**src/rtl/pipe_stage_buf.sv**
```systemverilog
// rtl/pipe_stage_buf.sv - elastic valid/ready pipeline-stage buffer with flush
//
// Purpose
//   DEPTH-entry FIFO sitting on one pipeline stage boundary. It carries an
//   opaque WIDTH-bit payload unchanged and in order. Downstream stalls the
//   stage by deasserting out_ready. flush squashes every held entry for
//   branch/jump recovery.
//
// Optional feature
//   PIPE_STAGE_PERF_EN adds the saturating stall_cycles/bubble_cycles
//   counters and their ports. The default build has neither.
//
// Ports
//   clk            in   1      rising-edge clock
//   reset          in   1      asynchronous, active-high reset
//   flush          in   1      synchronous squash of all held entries
//   in_valid       in   1      upstream payload valid
//   in_ready       out  1      buffer can accept this cycle (registered state only)
//   in_data        in   WIDTH  upstream payload
//   out_valid      out  1      head entry valid
//   out_ready      in   1      downstream accepts head this cycle
//   out_data       out  WIDTH  head payload, zero when out_valid=0
//   count          out  CW     entries held, CW=$clog2(DEPTH+1)
//   stall_cycles   out  CNT_W  [PIPE_STAGE_PERF_EN] cycles with in_valid & !in_ready
//   bubble_cycles  out  CNT_W  [PIPE_STAGE_PERF_EN] cycles with out_ready & !out_valid

module pipe_stage_buf #(
    parameter int WIDTH = 32,
    parameter int DEPTH = 2,
    parameter int CNT_W = 16,
    localparam int CW   = $clog2(DEPTH + 1)
) (
    input  logic             clk,
    input  logic             reset,
    input  logic             flush,
    input  logic             in_valid,
    output logic             in_ready,
    input  logic [WIDTH-1:0] in_data,
    output logic             out_valid,
    input  logic             out_ready,
    output logic [WIDTH-1:0] out_data,
`ifdef PIPE_STAGE_PERF_EN
    output logic [CW-1:0]    count,
    output logic [CNT_W-1:0] stall_cycles,
    output logic [CNT_W-1:0] bubble_cycles
`else
    output logic [CW-1:0]    count
`endif
);

    localparam int            PW       = (DEPTH > 1) ? $clog2(DEPTH) : 1;
    localparam logic [CW-1:0] DEPTH_C  = CW'(DEPTH);
    localparam logic [PW-1:0] LAST_PTR = PW'(DEPTH - 1);

    generate
        if (DEPTH < 1 || DEPTH > 8) begin : g_bad_depth
            $error("pipe_stage_buf: DEPTH must be in 1..8");
        end
        if (CNT_W < 1) begin : g_bad_cnt_w
            $error("pipe_stage_buf: CNT_W must be at least 1");
        end
    endgenerate

    logic [WIDTH-1:0] mem [DEPTH];
    logic [PW-1:0]    rd_ptr;
    logic [PW-1:0]    wr_ptr;
    logic [CW-1:0]    count_q;
    // Low while reset is high. Set on the first edge after release, so that
    // in_ready rises one cycle after release and depends on no combinational
    // path from reset.
    logic             live;
    logic             push;
    logic             pop;

    // Explicit wrap compare keeps non-power-of-2 depths legal.
    function automatic logic [PW-1:0] next_ptr(input logic [PW-1:0] p);
        return (p == LAST_PTR) ? '0 : p + 1'b1;
    endfunction

    assign in_ready  = live && (count_q < DEPTH_C);
    assign out_valid = (count_q != '0);
    assign out_data  = out_valid ? mem[rd_ptr] : '0;
    assign count     = count_q;

    // flush overrides both handshakes. The same-cycle input is dropped, and
    // the head is discarded rather than delivered.
    assign push = in_valid && in_ready && !flush;
    assign pop  = out_valid && out_ready && !flush;

    always_ff @(posedge clk or posedge reset) begin
        if (reset) begin
            live    <= 1'b0;
            count_q <= '0;
            rd_ptr  <= '0;
            wr_ptr  <= '0;
        end else begin
            live <= 1'b1;
            if (flush) begin
                count_q <= '0;
                rd_ptr  <= '0;
                wr_ptr  <= '0;
            end else begin
                if (push) begin
                    wr_ptr <= next_ptr(wr_ptr);
                end
                if (pop) begin
                    rd_ptr <= next_ptr(rd_ptr);
                end
                if (push && !pop) begin
                    count_q <= count_q + 1'b1;
                end else if (pop && !push) begin
                    count_q <= count_q - 1'b1;
                end
            end
        end
    end

    // Payload storage needs no reset. out_data is masked by out_valid.
    always_ff @(posedge clk) begin
        if (push) begin
            mem[wr_ptr] <= in_data;
        end
    end

`ifdef PIPE_STAGE_PERF_EN
    // Saturating counters. Only reset clears them. Flush cycles are not counted.
    always_ff @(posedge clk or posedge reset) begin
        if (reset) begin
            stall_cycles  <= '0;
            bubble_cycles <= '0;
        end else if (!flush) begin
            if (in_valid && !in_ready && (stall_cycles != '1)) begin
                stall_cycles <= stall_cycles + 1'b1;
            end
            if (out_ready && !out_valid && (bubble_cycles != '1)) begin
                bubble_cycles <= bubble_cycles + 1'b1;
            end
        end
    end
`endif

    // Upstream must hold a refused payload steady until it is taken.
    property p_hold_stalled_data;
        @(posedge clk) disable iff (reset)
            (in_valid && !in_ready && !flush) |=> (!in_valid || $stable(in_data));
    endproperty
    a_hold_stalled_data: assert property (p_hold_stalled_data);

endmodule

```
**config.mk**
```make
export PLATFORM = sky130hd
export DESIGN_NAME = pipe_stage_buf
export DESIGN_NICKNAME = d
export VERILOG_FILES = /design/src/rtl/pipe_stage_buf.sv
export SDC_FILE = /design/constraint.sdc
export NUM_CORES = 1
export LEC_CHECK = 0
export BUFFER_PORTS_ARGS = -buffer_cell sky130_fd_sc_hd__buf_2
export CAP_MARGIN = 20
export CORE_MARGIN = 2
export CORE_UTILIZATION = 46
export DETAILED_ROUTE_END_ITERATION = 7
export GPL_ROUTABILITY_DRIVEN = 0
export PLACE_DENSITY = 0.76
export SYNTH_ARGS = -nofsm -noshare
export SYNTH_HDL_FRONTEND = slang
export SYNTH_SLANG_ARGS = --single-unit
```
**constraint.sdc**
```tcl
create_clock -name clk -period 3.9 [get_ports clk]
set_input_delay 0.39 -clock clk [delete_from_list [all_inputs] [get_ports clk]]
set_output_delay 0.39 -clock clk [all_outputs]
set_load 0.005 [all_outputs]
```
==> flow_summary.ini, run 1 <==
[setup_path]
r2r_slack_ns = 2.22
cp_data_required_time_ns = 3.51
critPathMaxFanout = 33
end_kind = output pin
worstSetupStartpoint = rd_ptr
cp.arrival_ns = 1.87
crit_slowest_cell = dfrtp_2
cp_cell_sequence = mux2i_1 > nor2_1 > buf_2
r2r-start = count[1]
crit_type = reg2out
critPathMaxStageDelay_ns = 1.00
critPathLaunchType = register

[timing]
clock_skew_ns = 0.00769
drv_slew = 0
rsz0062_at_grt = no
tightest_slew_ns = 0.959
setup_violations = 0
fmax_mhz = 443
hold_violations = 0
min_period_ns = 2.26
finalSetupTns_ns = 0
finalCritPeriodShare_pct = 57.8
slew_headroom_pct = 36.1

[yosys]
synth_flop_cell = edfxtp_1
syn_area_mm2 = 0.00266
async_flop_share_pct = 7.25
seq_area_frac_synth_pct = 77.1
yosysWarnings = 0
ys_types = 20
avgSynthCellArea_um2 = 16.5
synth_edf_count = 64
synth_nets = 198
synth-seq-cells = 69
syn_inst = 161

[min_path]
min-delay-start = in_data[26]
hold_path.class = in2reg

[global_route]
grt_overflow = 0
grt_max_degree = 34
top_usage_layer = met2
antenna_found_initial = 0
grt_pass1_vias = 1568
use_met1_pct = 17.6
use_met2_pct = 24.4
met3_usage_pct = 4.75
track_usage_pct = 14.9
grt_pass1_wl_um = 7020

[place]
io_buffers = 72
hpwl_um = 2830
dp.cells = 301

[cts]
numCtsBuffers = 9
path_clk_slew_ns = 0.07
post_cts_resized = 0
cts_max_path_buffers = 2
cts.sinks = 69
insertion_delay_ns = 0.33
htree_levels = 3
cts_tree = yes
cts_root_buf = clkbuf_8

[final_layout]
area_growth_pct = 25.4
diodes = 0
mostFrequentLayoutCell = buf_2
drive_gt1_share_pct = 37.8
fin_cells = 318
nFillCells = 448
num-nets-final = 278
most-common-layout-cells = 72 x buf_2, 64 x edfxtp_1, 34 x nor2_1

[drt]
drt_iter0_drc = 66
viasPerCell = 4.92
firstDrtPassIters = 4
drcViolationCount = 0
vias = 1563
antenna_left = 0
routed_wl_um = 4480
routedWlPerCell_um = 14.1

[job]
drv_cap = 0

[run_status]
status = finished, final reports clean

[floorplan]
start_util_pct = 47.9
die_h_um = 80.0
design.core.area_mm2 = 0.00554
io_pins = 73
die_area_mm2 = 0.00640
rows = 27
die_w_um = 80.0

[pwr]
power_density_mw_per_mm2 = 471
cellLeakagePower_nw = 1.31
max-vdd-ir-drop_mv = 0.268
==> worst paths after layout <==
check,end,cells after the start
max,out_data[21],3
min,mem[1][26],1
max reg2reg,mem[0][27],3
min reg2reg,count[1],2
max in group asynchronous,rd_ptr,3
min in group asynchronous,wr_ptr,3
==> stage by stage <==
step	setup slack, ns	instance area [um^2]	power (mW)	hold slack, ns	utilization [%]
finish	1.64	3330	1.57	0.241	60.1
global route	1.55	3330	1.62	0.228	60.1
CTS	1.60	3330	1.58	0.232	60.1
detailed placement	1.97	3100	0.968	0.295	56.0
global placement	1.98	3100	0.965	0.298	56.0
floorplan	0.899	2660	0.914	0.169	-
==> area by class of cell <==
cell class	instances	area, um^2	area share (%)
Timing Repair Buffer	76	393	11.8
Tap cell	72	90.1	2.70
Inverter	3	11.3	0.338
Clock buffer	11	141	4.24
Sequential cell	69	2050	61.5
Multi-Input combinational cell	82	572	17.2
Clock inverter	5	75.1	2.25
==> sequential cells by signal (all words and copies together), names as in the netlist <==
register  count
rd_ptr        1
wr_ptr        1
mem          64
live          1
count         2
==> routing by layer <==
| layer | routed length (um) | vias to the layer above |
|---|---|---|
| met4 | 76 | 0 |
| met3 | 308 | 6 |
| met2 | 2170 | 58 |
| met5 | 0 | - |
| met1 | 1920 | 751 |
| li1 | - | 748 |
==> synthesized netlist by cell type (2+ instances only) <==
cell	instances	area share [%]
buf_4	3	0.85
inv_1	3	0.42
buf_2	4	0.75
dfrtp_1	5	4.7
edfxtp_1	64	72
nor2_1	35	4.9
a21oi_1	2	0.38
o21ai_0	2	0.38
mux2i_1	32	12
==> worst max-delay path, delay by kind of cell (launching register included) <==
kind | cells | cell delay [ns]
flip-flops | 1 | 1.00
AND/OR/NAND/NOR | 1 | 0.06
multiplexers | 1 | 0.34
buffers and inverters | 1 | 0.13
==> power by group <==
part,total (mW),internal [mW],switching [mW]
logic,0.105,0.0536,0.0511
registers,0.846,0.828,0.0181
clock network,0.616,0.374,0.242
total,1.57,1.26,0.311
==> what timing repair did <==
item,CTS,global route
hold endpoints to repair,5,0
hold buffers,1,0
setup buffers,0,0
==> cells by family after synthesis <==
| group | after synthesis | share of synthesized area [%] |
|---|---|---|
| DFF | 69 | 77.1 |
| other | 1 | 0.141 |
| xor gates and xnor gates | 2 | 0.660 |
| muxes | 32 | 12.1 |
| buffers and inverters | 10 | 2.03 |
| and+or+nand+nor | 41 | 6.65 |
| AOI/OAI and AO/OA | 6 | 1.37 |
(Power assumes the default switching activity.)
==> inputs of run 2 (changes only) <==
Settings changed: CORE_UTILIZATION 46 to 51, PLACE_DENSITY 0.76 to 0.8.
Clock period 3.9 ns to 2.2 ns, I/O delays scaled along.
==> run 2 against run 1 <==
  * Register-to-register slack lost 1.7 ns
  * Worst setup slack lost 1.3 ns
  * Non-clock buffer count grew 1
  * Combinational power up 96%
  * Clock power is 32% higher
  * Cell area shrank 1.4%
  * Sequential cell count unchanged
  * Utilization increased by 4.6 points
  * Critical endpoint is now out_data[6]
  * Largest power group unchanged
==> flow_summary.ini, run 2 (synthesis gave the netlist of run 1 again) <==
[setup_path]
crit_type = reg2out
cp.arrival_ns = 1.61
critPathLaunchType = register
reg2reg_to = mem[0][26]
cp_data_required_time_ns = 1.98
r2r-start = count[1]
r2r_slack_ns = 0.56
critPathMaxFanout = 22
r2r_cells = 3
end_kind = output pin

[final_layout]
most-common-layout-cells = 72 x buf_2, 64 x edfxtp_1, 34 x nor2_1
regArea_mm2 = 0.00205
largest_reg_flops = 64
max_flop_register = mem
num-nets-final = 279
diodes = 0
drive_gt1_share_pct = 36.4
mostFrequentLayoutCell = buf_2
nFillCells = 384
multi_input_comb_area_um2 = 572
fin_area_mm2 = 0.00328
area_growth_pct = 23.7

[timing]
finalCritPeriodShare_pct = 83.2
setup_violations = 0
setup_slack_ns = 0.369
drv_slew = 0
rsz0062_at_grt = no
finalSetupTns_ns = 0
clock_skew_ns = 0.00531
hold_violations = 0
min_period_ns = 1.83
fmax_mhz = 546

[drt]
routedWlPerCell_um = 14.9
viasPerCell = 5.06
firstDrtPassIters = 4
vias = 1603
antenna_left = 0
drt_iter0_drc = 79
drcViolationCount = 0
routed_wl_um = 4720

[place]
pre_cts_ws_ns = 0.565
place_area_mm2 = 0.00312
io_buffers = 72
hpwl_um = 3120

[cts]
numCtsBuffers = 9
cts.sinks = 69
htree_levels = 3
cts_root_buf = clkbuf_8
path_clk_slew_ns = 0.07
cts_tree = yes
cts_max_path_buffers = 2
insertion_delay_ns = 0.33

[global_route]
grt_pass1_vias = 1615
grt_overflow = 0
track_usage_pct = 17.2
grt_max_degree = 34
antenna_found_initial = 0
grt_pass1_wl_um = 7430

[pwr]
switching_share_pct = 21.2
p_clk_share_pct = 32.4
total_power_mw = 2.51
power.switching_mw = 0.532
combPwrFrac_pct = 8.2
cellLeakagePower_nw = 1.28
power_density_mw_per_mm2 = 763
internal-power_mw = 1.97
max-vdd-ir-drop_mv = 0.469
seq_power_share_pct = 59.4

[floorplan]
die_w_um = 76.2
die_h_um = 76.2
die_area_mm2 = 0.00580
start_util_pct = 52.3
io_pins = 73
design.core.area_mm2 = 0.00507
rows = 26

[min_path]
min-delay-start = in_data[23]
hold_path_depth = 1
min_to = mem[0][23]
hold_path.class = in2reg

[run_status]
status = finished, final reports clean

[job]
drv_cap = 0
run 2: layout make-up:
cell class                      count  area share [%]
Sequential cell                    69            62.4
Multi-Input combinational cell     82            17.4
Tap cell                           70            2.67
Inverter                            3           0.343
Clock buffer                       14            4.34
Timing Repair Buffer               77            12.6
Clock inverter                      2           0.305
run 2: through the flow:
step                      std cells  hold WS, ns  util [%]
after floorplan                 161     -0.00148         -
after global placement          300        0.127      61.5
after detailed placement        300        0.133      61.5
after CTS                       317       0.0660      64.7
after global routing            317       0.0604      64.7
final                           317       0.0786      64.7
run 2: layer usage:
metal | global-route usage, % | routed length, um
met2 | 29.1 | 2440
met4 | 6.73 | 80
met1 | 19.6 | 1880
met5 | 0 | 0
met3 | 6.99 | 324
run 2: how the worst max path moves through the flow:
stage | end | slack (ns) | from | cells past startpoint
floorplan | mem[0][0] | 0.01 | count[1] | 2
global route | out_data[6] | 0.26 | rd_ptr | 4
global placement | mem[0][15] | 0.63 | count[1] | 3
detailed placement | mem[0][15] | 0.57 | count[1] | 3
finish | out_data[6] | 0.37 | rd_ptr | 4
CTS | out_data[11] | 0.34 | rd_ptr | 4
run 2: critical path: stages (launching register included):
cell and delay (ns):
dfrtp_2 0.59, buf_12 0.25, mux2i_1 0.25, nor2_1 0.06, buf_2 0.13
run 2: power by group through the flow:
stage	Sequential (mW)	Combinational, mW	Clock, mW
after floorplan	1.51	0.114	0
after global placement	1.51	0.199	0
after detailed placement	1.52	0.206	0
after CTS	1.49	0.208	0.835
after global routing	1.49	0.227	0.892
final	1.49	0.206	0.813
run 2: timing repair:
item	4_1_cts	5_1_grt
hold endpoints to repair	5	0
hold buffers	1	0
gates resized for setup	0	0
setup buffers	0	0
